==> src/rtl/regfile_pkg.sv <==
// Shared constants and helpers for the scoreboarded register file.
package regfile_pkg;

    localparam int XLEN_DEFAULT = 32;
    localparam int ZERO_REG     = 0;

    // Low bit of element idx inside a flattened bus of width-wide elements.
    function automatic int slice_lo(input int idx, input int width);
        return idx * width;
    endfunction

    // Width needed to hold a count of 0..nregs.
    function automatic int cnt_width(input int nregs);
        return $clog2(nregs + 1);
    endfunction

endpackage

==> src/rtl/regfile_sb_if.sv <==
// Decode/writeback bus of the register file: read ports, writeback, issue and busy status.
interface regfile_sb_if
    import regfile_pkg::*;
#(
    parameter int XLEN  = XLEN_DEFAULT,
    parameter int NREGS = 32,
    parameter int NREAD = 2
);
    localparam int AW = $clog2(NREGS);
    localparam int CW = cnt_width(NREGS);

    logic [NREAD*AW-1:0]   rd_addr;
    logic [NREAD*XLEN-1:0] rd_data;
    logic [NREAD-1:0]      rd_busy;
    logic                  wr_en;
    logic [AW-1:0]         wr_addr;
    logic [XLEN-1:0]       wr_data;
    logic                  iss_en;
    logic [AW-1:0]         iss_addr;
    logic [CW-1:0]         busy_cnt;
    logic                  any_busy;

    modport master (
        output rd_addr, wr_en, wr_addr, wr_data, iss_en, iss_addr,
        input  rd_data, rd_busy, busy_cnt, any_busy
    );

    modport slave (
        input  rd_addr, wr_en, wr_addr, wr_data, iss_en, iss_addr,
        output rd_data, rd_busy, busy_cnt, any_busy
    );

endinterface

==> src/rtl/regfile_scoreboard.sv <==
// Pending-write scoreboard: one busy bit per register plus a running count of busy registers.
module regfile_scoreboard
    import regfile_pkg::*;
#(
    parameter int NREGS = 32,
    parameter int AW    = $clog2(NREGS),
    parameter int CW    = cnt_width(NREGS)
) (
    input  logic             clk,
    input  logic             rst_n,
    input  logic             i_iss_en,
    input  logic [AW-1:0]    i_iss_addr,
    input  logic             i_wr_en,
    input  logic [AW-1:0]    i_wr_addr,
    output logic [NREGS-1:0] o_busy,
    output logic [CW-1:0]    o_busy_cnt,
    output logic             o_any_busy
);

    logic [NREGS-1:0] r_busy;
    logic [NREGS-1:0] w_busy_next;
    logic [CW-1:0]    r_busy_cnt;
    logic [CW-1:0]    w_busy_cnt_next;
    logic             w_set;
    logic             w_clr;
    logic             w_inc;
    logic             w_dec;

    always_comb begin
        w_set       = i_iss_en && (i_iss_addr != AW'(ZERO_REG));
        w_clr       = i_wr_en && (i_wr_addr != AW'(ZERO_REG));
        w_busy_next = r_busy;
        if (w_clr) w_busy_next[i_wr_addr] = 1'b0;
        // Applied after the clear so an issue and writeback to one register leaves it busy.
        if (w_set) w_busy_next[i_iss_addr] = 1'b1;
        w_inc = w_set && !r_busy[i_iss_addr];
        w_dec = w_clr && r_busy[i_wr_addr] && !(w_set && (i_iss_addr == i_wr_addr));
        w_busy_cnt_next = r_busy_cnt + CW'(w_inc) - CW'(w_dec);
    end

    always_ff @(posedge clk or negedge rst_n) begin
        if (!rst_n) begin
            r_busy     <= '0;
            r_busy_cnt <= '0;
        end else begin
            r_busy     <= w_busy_next;
            r_busy_cnt <= w_busy_cnt_next;
        end
    end

    assign o_busy     = r_busy;
    assign o_busy_cnt = r_busy_cnt;
    assign o_any_busy = (r_busy_cnt != '0);

    a_cnt_is_popcount: assert property (@(posedge clk) disable iff (!rst_n)
        r_busy_cnt == CW'($countones(r_busy)));

    a_zero_never_busy: assert property (@(posedge clk) disable iff (!rst_n)
        !r_busy[ZERO_REG]);

endmodule

==> src/rtl/regfile_sb.sv <==
// Multi-port register file with optional write-to-read bypass and a RAW-hazard scoreboard.
module regfile_sb
    import regfile_pkg::*;
#(
    parameter int XLEN   = XLEN_DEFAULT,
    parameter int NREGS  = 32,
    parameter int NREAD  = 2,
    parameter int BYPASS = 1,
    parameter int AW     = $clog2(NREGS),
    parameter int CW     = cnt_width(NREGS)
) (
    input  logic         clk,
    input  logic         rst_n,
    regfile_sb_if.slave  bus
);

    logic [XLEN-1:0]  r_mem [NREGS];
    logic [NREGS-1:0] w_busy;
    logic             w_wr_valid;

    assign w_wr_valid = bus.wr_en && (bus.wr_addr != AW'(ZERO_REG));

    // Register 0 is never written, so its reset value of zero is permanent.
    always_ff @(posedge clk or negedge rst_n) begin
        if (!rst_n) begin
            for (int i = 0; i < NREGS; i++) r_mem[i] <= '0;
        end else if (w_wr_valid) begin
            r_mem[bus.wr_addr] <= bus.wr_data;
        end
    end

    regfile_scoreboard #(
        .NREGS (NREGS),
        .AW    (AW),
        .CW    (CW)
    ) u_scoreboard (
        .clk        (clk),
        .rst_n      (rst_n),
        .i_iss_en   (bus.iss_en),
        .i_iss_addr (bus.iss_addr),
        .i_wr_en    (bus.wr_en),
        .i_wr_addr  (bus.wr_addr),
        .o_busy     (w_busy),
        .o_busy_cnt (bus.busy_cnt),
        .o_any_busy (bus.any_busy)
    );

    for (genvar gi = 0; gi < NREAD; gi++) begin : g_rd
        logic [AW-1:0] w_addr;
        logic          w_hit;

        assign w_addr = bus.rd_addr[slice_lo(gi, AW) +: AW];
        // A forwarded write also hides the busy bit: the value being waited for is on the bus now.
        assign w_hit  = (BYPASS != 0) && rst_n && w_wr_valid && (w_addr == bus.wr_addr);
        assign bus.rd_data[slice_lo(gi, XLEN) +: XLEN] = w_hit ? bus.wr_data : r_mem[w_addr];
        assign bus.rd_busy[gi] = w_hit ? 1'b0 : w_busy[w_addr];
    end

endmodule

==> src/flat_wrapper.sv <==
// flat-port wrapper written by rule: the top's interface ports become plain ports
module regfile_sb_flat import regfile_pkg::*;
#(
    parameter int XLEN   = XLEN_DEFAULT,
    parameter int NREGS  = 32,
    parameter int NREAD  = 2,
    parameter int BYPASS = 1,
    parameter int AW     = $clog2(NREGS),
    parameter int CW     = cnt_width(NREGS)
)
  (clk, rst_n, bus_rd_addr, bus_wr_en, bus_wr_addr, bus_wr_data, bus_iss_en, bus_iss_addr, bus_rd_data, bus_rd_busy, bus_busy_cnt, bus_any_busy);
  regfile_sb_if #(.XLEN(XLEN), .NREGS(NREGS), .NREAD(NREAD)) bus_i ();
  input  logic clk;
  input  logic rst_n;
  input wire logic [$bits(bus_i.rd_addr)-1:0] bus_rd_addr;
  input wire logic [$bits(bus_i.wr_en)-1:0] bus_wr_en;
  input wire logic [$bits(bus_i.wr_addr)-1:0] bus_wr_addr;
  input wire logic [$bits(bus_i.wr_data)-1:0] bus_wr_data;
  input wire logic [$bits(bus_i.iss_en)-1:0] bus_iss_en;
  input wire logic [$bits(bus_i.iss_addr)-1:0] bus_iss_addr;
  output wire logic [$bits(bus_i.rd_data)-1:0] bus_rd_data;
  output wire logic [$bits(bus_i.rd_busy)-1:0] bus_rd_busy;
  output wire logic [$bits(bus_i.busy_cnt)-1:0] bus_busy_cnt;
  output wire logic [$bits(bus_i.any_busy)-1:0] bus_any_busy;
  assign bus_i.rd_addr = bus_rd_addr;
  assign bus_i.wr_en = bus_wr_en;
  assign bus_i.wr_addr = bus_wr_addr;
  assign bus_i.wr_data = bus_wr_data;
  assign bus_i.iss_en = bus_iss_en;
  assign bus_i.iss_addr = bus_iss_addr;
  assign bus_rd_data = bus_i.rd_data;
  assign bus_rd_busy = bus_i.rd_busy;
  assign bus_busy_cnt = bus_i.busy_cnt;
  assign bus_any_busy = bus_i.any_busy;
  regfile_sb #(.XLEN(XLEN), .NREGS(NREGS), .NREAD(NREAD), .BYPASS(BYPASS), .AW(AW), .CW(CW)) u_core (.clk(clk), .rst_n(rst_n), .bus(bus_i));
endmodule
==> config.mk <==
export PLATFORM = sky130hd
export DESIGN_NAME = regfile_sb_flat
export DESIGN_NICKNAME = d
export VERILOG_FILES = /design/src/rtl/regfile_pkg.sv /design/src/rtl/regfile_sb_if.sv /design/src/rtl/regfile_scoreboard.sv /design/src/rtl/regfile_sb.sv /design/src/flat_wrapper.sv
export SDC_FILE = /design/constraint.sdc
export NUM_CORES = 2
export LEC_CHECK = 0
export ABC_CLOCK_PERIOD_IN_PS = 5610
export CORE_MARGIN = 2
export CORE_UTILIZATION = 50
export DETAILED_ROUTE_END_ITERATION = 8
export PLACE_DENSITY = 0.66
export REMOVE_ABC_BUFFERS = 1
export SLEW_MARGIN = 15
export SYNTH_ARGS = -nofsm -noshare
export SYNTH_HDL_FRONTEND = slang
export SYNTH_SLANG_ARGS = --single-unit
export TNS_END_PERCENT = 5
==> constraint.sdc <==
create_clock -name clk -period 5.61 [get_ports clk]
set_input_delay 0.8415 -clock clk [delete_from_list [all_inputs] [get_ports clk]]
set_output_delay 0.8415 -clock clk [all_outputs]
set_load 0.01 [all_outputs]
==> key figures <==
Synthesis
  – Total standard cell area after synthesis: 0.05672 mm^2
  – Synth unique cells: 58
  – Share of synthesized registers carrying an async set or reset: 100.0%
  – Commonest register cell after synthesis: dfrtp_1
  – Syn avg cell area: 15.25 um^2
  – EDFF count, synth: 0
  – Seq/Total Area, Yosys: 46.86%
  – Post-Syn Instances: 3,719
  – Synth warnings: 0
  – Register bit count reported by yosys: 1,062

Timing
  – Actual slew at the worst max-slew pin: 1178 ps
  – Fmax: 193.4 MHz
  – Final Critical Period: 5170 ps
  – Final-report hold violation count: 0
  – Final setup viols: 0
  – Unrepaired setup endpoints after global routing: false
  – Fin Clk Skew: 7.233 ps
  – Share of the clock period used by the worst path after layout: 92.15%
  – Max-slew violation count: 0
  – Worst slew margin relative to its limit: 21.25%

Worst hold path
  – Hold crit path type: reg2reg
  – Hold path cells: 0
  – End of the worst hold path: u_core.r_mem[1015]
  – Worst hold path startpoint: u_core.r_mem[1015]

Clock network
  – Clock root buffer master: clkbuf_16
  – Clock tree from TritonCTS: done
  – Buffer depth of the longest clock path: 3
  – Clock buffer count from CTS: 113
  – Clock latency at the later pin of the worst-skew pair: 710 ps
  – Resize count post-CTS: 0
  – Number of sinks driven by the clock tree: 1,062
  – H-tree lvl count: 3
  – Clock-pin slew of the registers on the worst-case setup and hold paths: 60 ps

Final layout
  – Fraction of final layout cells with drive strength greater than 1: 51.10%
  – Post-Route Utilization: 56.18%
  – Final non-filler cell total: 5,271
  – Final-stage net count: 3,740
  – Antenna Diode Count: 0
  – Post-synthesis to final-layout area growth: 11.43%

Run
  – Number of max-capacitance violations reported: 0

Routing
  – Routed Wire Length: 171,000 um
  – Average vias per placed instance: 6.838
  – Topmost layer with routed signal wires: met5
  – Iteration-0 DRC count of the detailed router: 3,654
  – Post-detailed-route wirelength per cell: 32.44 um
  – Total number of vias: 36,044
  – Count of nets left with antenna violations after detail routing: 0
  – WL met3: 14,310 um
  – Detailed Routing Iterations Pass 1: 8
  – Met2 wire length: 77,790 um
  – Wl on met1: 72,990 um
  – Drc violations: 0

Global route
  – Number of global-route vias before repair: 36,875
  – Largest net degree at the start of global routing: 165
  – Overall fraction of global-route tracks in use: 29.77%
  – Grt total ovfl: 0
  – First-pass GRT wire length: 255,300 um
  – Number of antenna violations at the first check in global routing: 2

Setup path
  – Reg2reg end: u_core.u_scoreboard.o_busy_cnt[4]
  – Crit path max fanout: 13
  – Capturing element type of the critical path: output port
  – WP data required: 4770 ps
  – Logic depth of the worst register-to-register path: 13
  – Reg2Reg Launch Point: u_core.u_scoreboard.o_busy[3]
  – Critical path class: in2out
  – Data arrival time of the critical path: 4330 ps
  – Launching element of the worst setup path: bus_rd_addr[2]
  – Category of the worst setup path launch point: input pin
  – Register-to-register setup slack: 2210 ps

Placement
  – Final estimated routing congestion in global placement: 0.8395
  – I/O Buffers: 128
  – Inst Count DP: 5,059
  – Post-detail-place hpwl: 99,830 um

Floorplanning
  – Overall die height: 340.8 um
  – Floorplan row count: 123
  – Initial standard-cell utilization of the core: 50.42%
  – Area enclosed by the die boundary: 0.1161 mm^2
  – Die width: 340.8 um
  – I/O pin total: 129
  – Area of the core: 0.1125 mm^2

Outcome
  – Outcome: finished, final reports clean

Power
  – VDD IR max: 0.0003024 V
  – Power per standard cell area: 361.1 mW/mm^2
  – Pleak: 26.72 nW
[area by class of cell]
cell class              count  area (um^2)
multi-input cells        2207        27920
clock buffers             175         3482
clock inverters            36        424.2
inverters                  15        56.30
well taps                1500         1877
fillers                  8846        49300
repair buffers            276         2868
flip-flops and latches   1062        26580
[kinds of logic after synthesis]
family / share of synthesized area [%]
adder cells (fa/ha/maj): 0.2118
multiplexers: 41.61
flip-flops: 46.86
AND/OR/NAND/NOR: 2.457
XOR/XNOR: 0.2934
buffers and inverters: 4.454
AO/OA/AOI/OAI: 4.119
[synth_stat cells (all sizes together) (3+ instances only)]
| cell | instances | share of area, % |
|---|---|---|
| o22ai | 256 | 2.8 |
| or4 | 64 | 0.85 |
| mux2i | 8 | 0.14 |
| nor4 | 5 | 0.066 |
| o21ai | 92 | 0.81 |
| a2111oi | 4 | 0.084 |
| buf | 235 | 3.0 |
| a22o | 11 | 0.17 |
| nand2 | 88 | 0.59 |
| nand4 | 3 | 0.033 |
| nor2 | 25 | 0.17 |
| nand3b | 4 | 0.053 |
| nor2b | 15 | 0.17 |
| mux4 | 545 | 22 |
| clkbuf | 200 | 1.4 |
| xor2 | 10 | 0.15 |
| ha | 8 | 0.18 |
| nand2b | 10 | 0.11 |
| nor3 | 6 | 0.053 |
| a21oi | 5 | 0.044 |
| xnor2 | 9 | 0.14 |
| inv | 15 | 0.099 |
| dfrtp | 1062 | 47 |
| mux2 | 994 | 20 |
| nand3 | 12 | 0.11 |
| nor3b | 6 | 0.079 |
| nand4b | 4 | 0.062 |
[through the flow]
step	setup slack (ps)	total power, mW	hold WS, ps	setup TNS [ps]	instance area (um^2)
2_1_floorplan	-1478	13.24	362.7	-97270	54250
3_3_place_gp	497.7	14.86	375.5	0	59320
3_5_place_dp	519.4	15.05	382.3	0	59320
4_1_cts	503.8	22.89	396.5	0	63240
5_1_grt	326.0	23.76	407.3	0	63200
6_report	440.3	22.82	393.9	0	63200
[worst max path at each step]
stage | slack (ps) | cells after the start | end
after floorplan | -1480 | 4 | bus_rd_data[32]
after global placement | 500 | 8 | bus_rd_data[4]
after detailed placement | 520 | 8 | bus_rd_data[4]
after CTS | 500 | 8 | bus_rd_data[4]
after global routing | 330 | 8 | bus_rd_data[4]
final | 440 | 8 | bus_rd_data[4]
[routing by layer]
layer / vias up / track usage, %
met1: 19684 / 43.35
met2: 1580 / 44.69
met4: 4 / 10.07
li1: 14453 / -
met3: 323 / 6.473
met5: - / 0
[cells in the final DEF, fill, tap and decap left out, types with 4 or more instances in the layout]
cell type and instances:
or4_1 64, nand2_1 71, nand4b_1 4, nor3_1 6, nand2_4 11, o21ai_0 28
nand3_1 9, a21oi_1 5, mux2_2 994, clkinvlp_4 5, nor2b_1 13, mux4_2 531
ha_1 8, a22o_1 11, nand2_2 6, clkbuf_16 114, mux4_1 14, o21ai_1 64
xor2_1 10, clkdlybuf4s50_1 115, nor2_1 9, bufinv_16 7, inv_6 7, dfrtp_1 1062
xnor2_1 9, buf_8 5, nand3b_1 4, mux2i_1 8, o22ai_1 256, clkbuf_8 40
nand2b_1 7, nor2_4 16, buf_12 39, clkbuf_1 21, inv_1 15, clkinv_2 14
nor3b_1 6, buf_4 108, buf_2 8
[state kept, by name (all words and copies together) (netlist names)]
| signal | flops |
|---|---|
| u_core.r_mem | 1024 |
| u_core.u_scoreboard.o_busy | 32 |
| u_core.u_scoreboard.o_busy_cnt | 6 |
[critical path, cell delays in order]
cell	delay (ps)
clkdlybuf4s50_1	820
nor2b_1	230
nand2b_2	600
buf_4	370
o22ai_1	120
or4_1	560
o21ai_1	190
clkdlybuf4s50_1	560
[power breakdown]
part	switching [mW]	total, mW	internal (mW)	leakage (nW)
logic	1.82	4.74	2.92	11.2
registers	1.09	10.2	9.15	13.6
clock network	3.26	7.85	4.59	1.92
[what timing repair did]
| item | 4_1_cts | 5_1_grt |
|---|---|---|
| endpoints found under the hold margin | 27 | 0 |
| setup buffers | 0 | 0 |
| hold buffers | 1 | 0 |
Power figures use the tool's default switching activity.
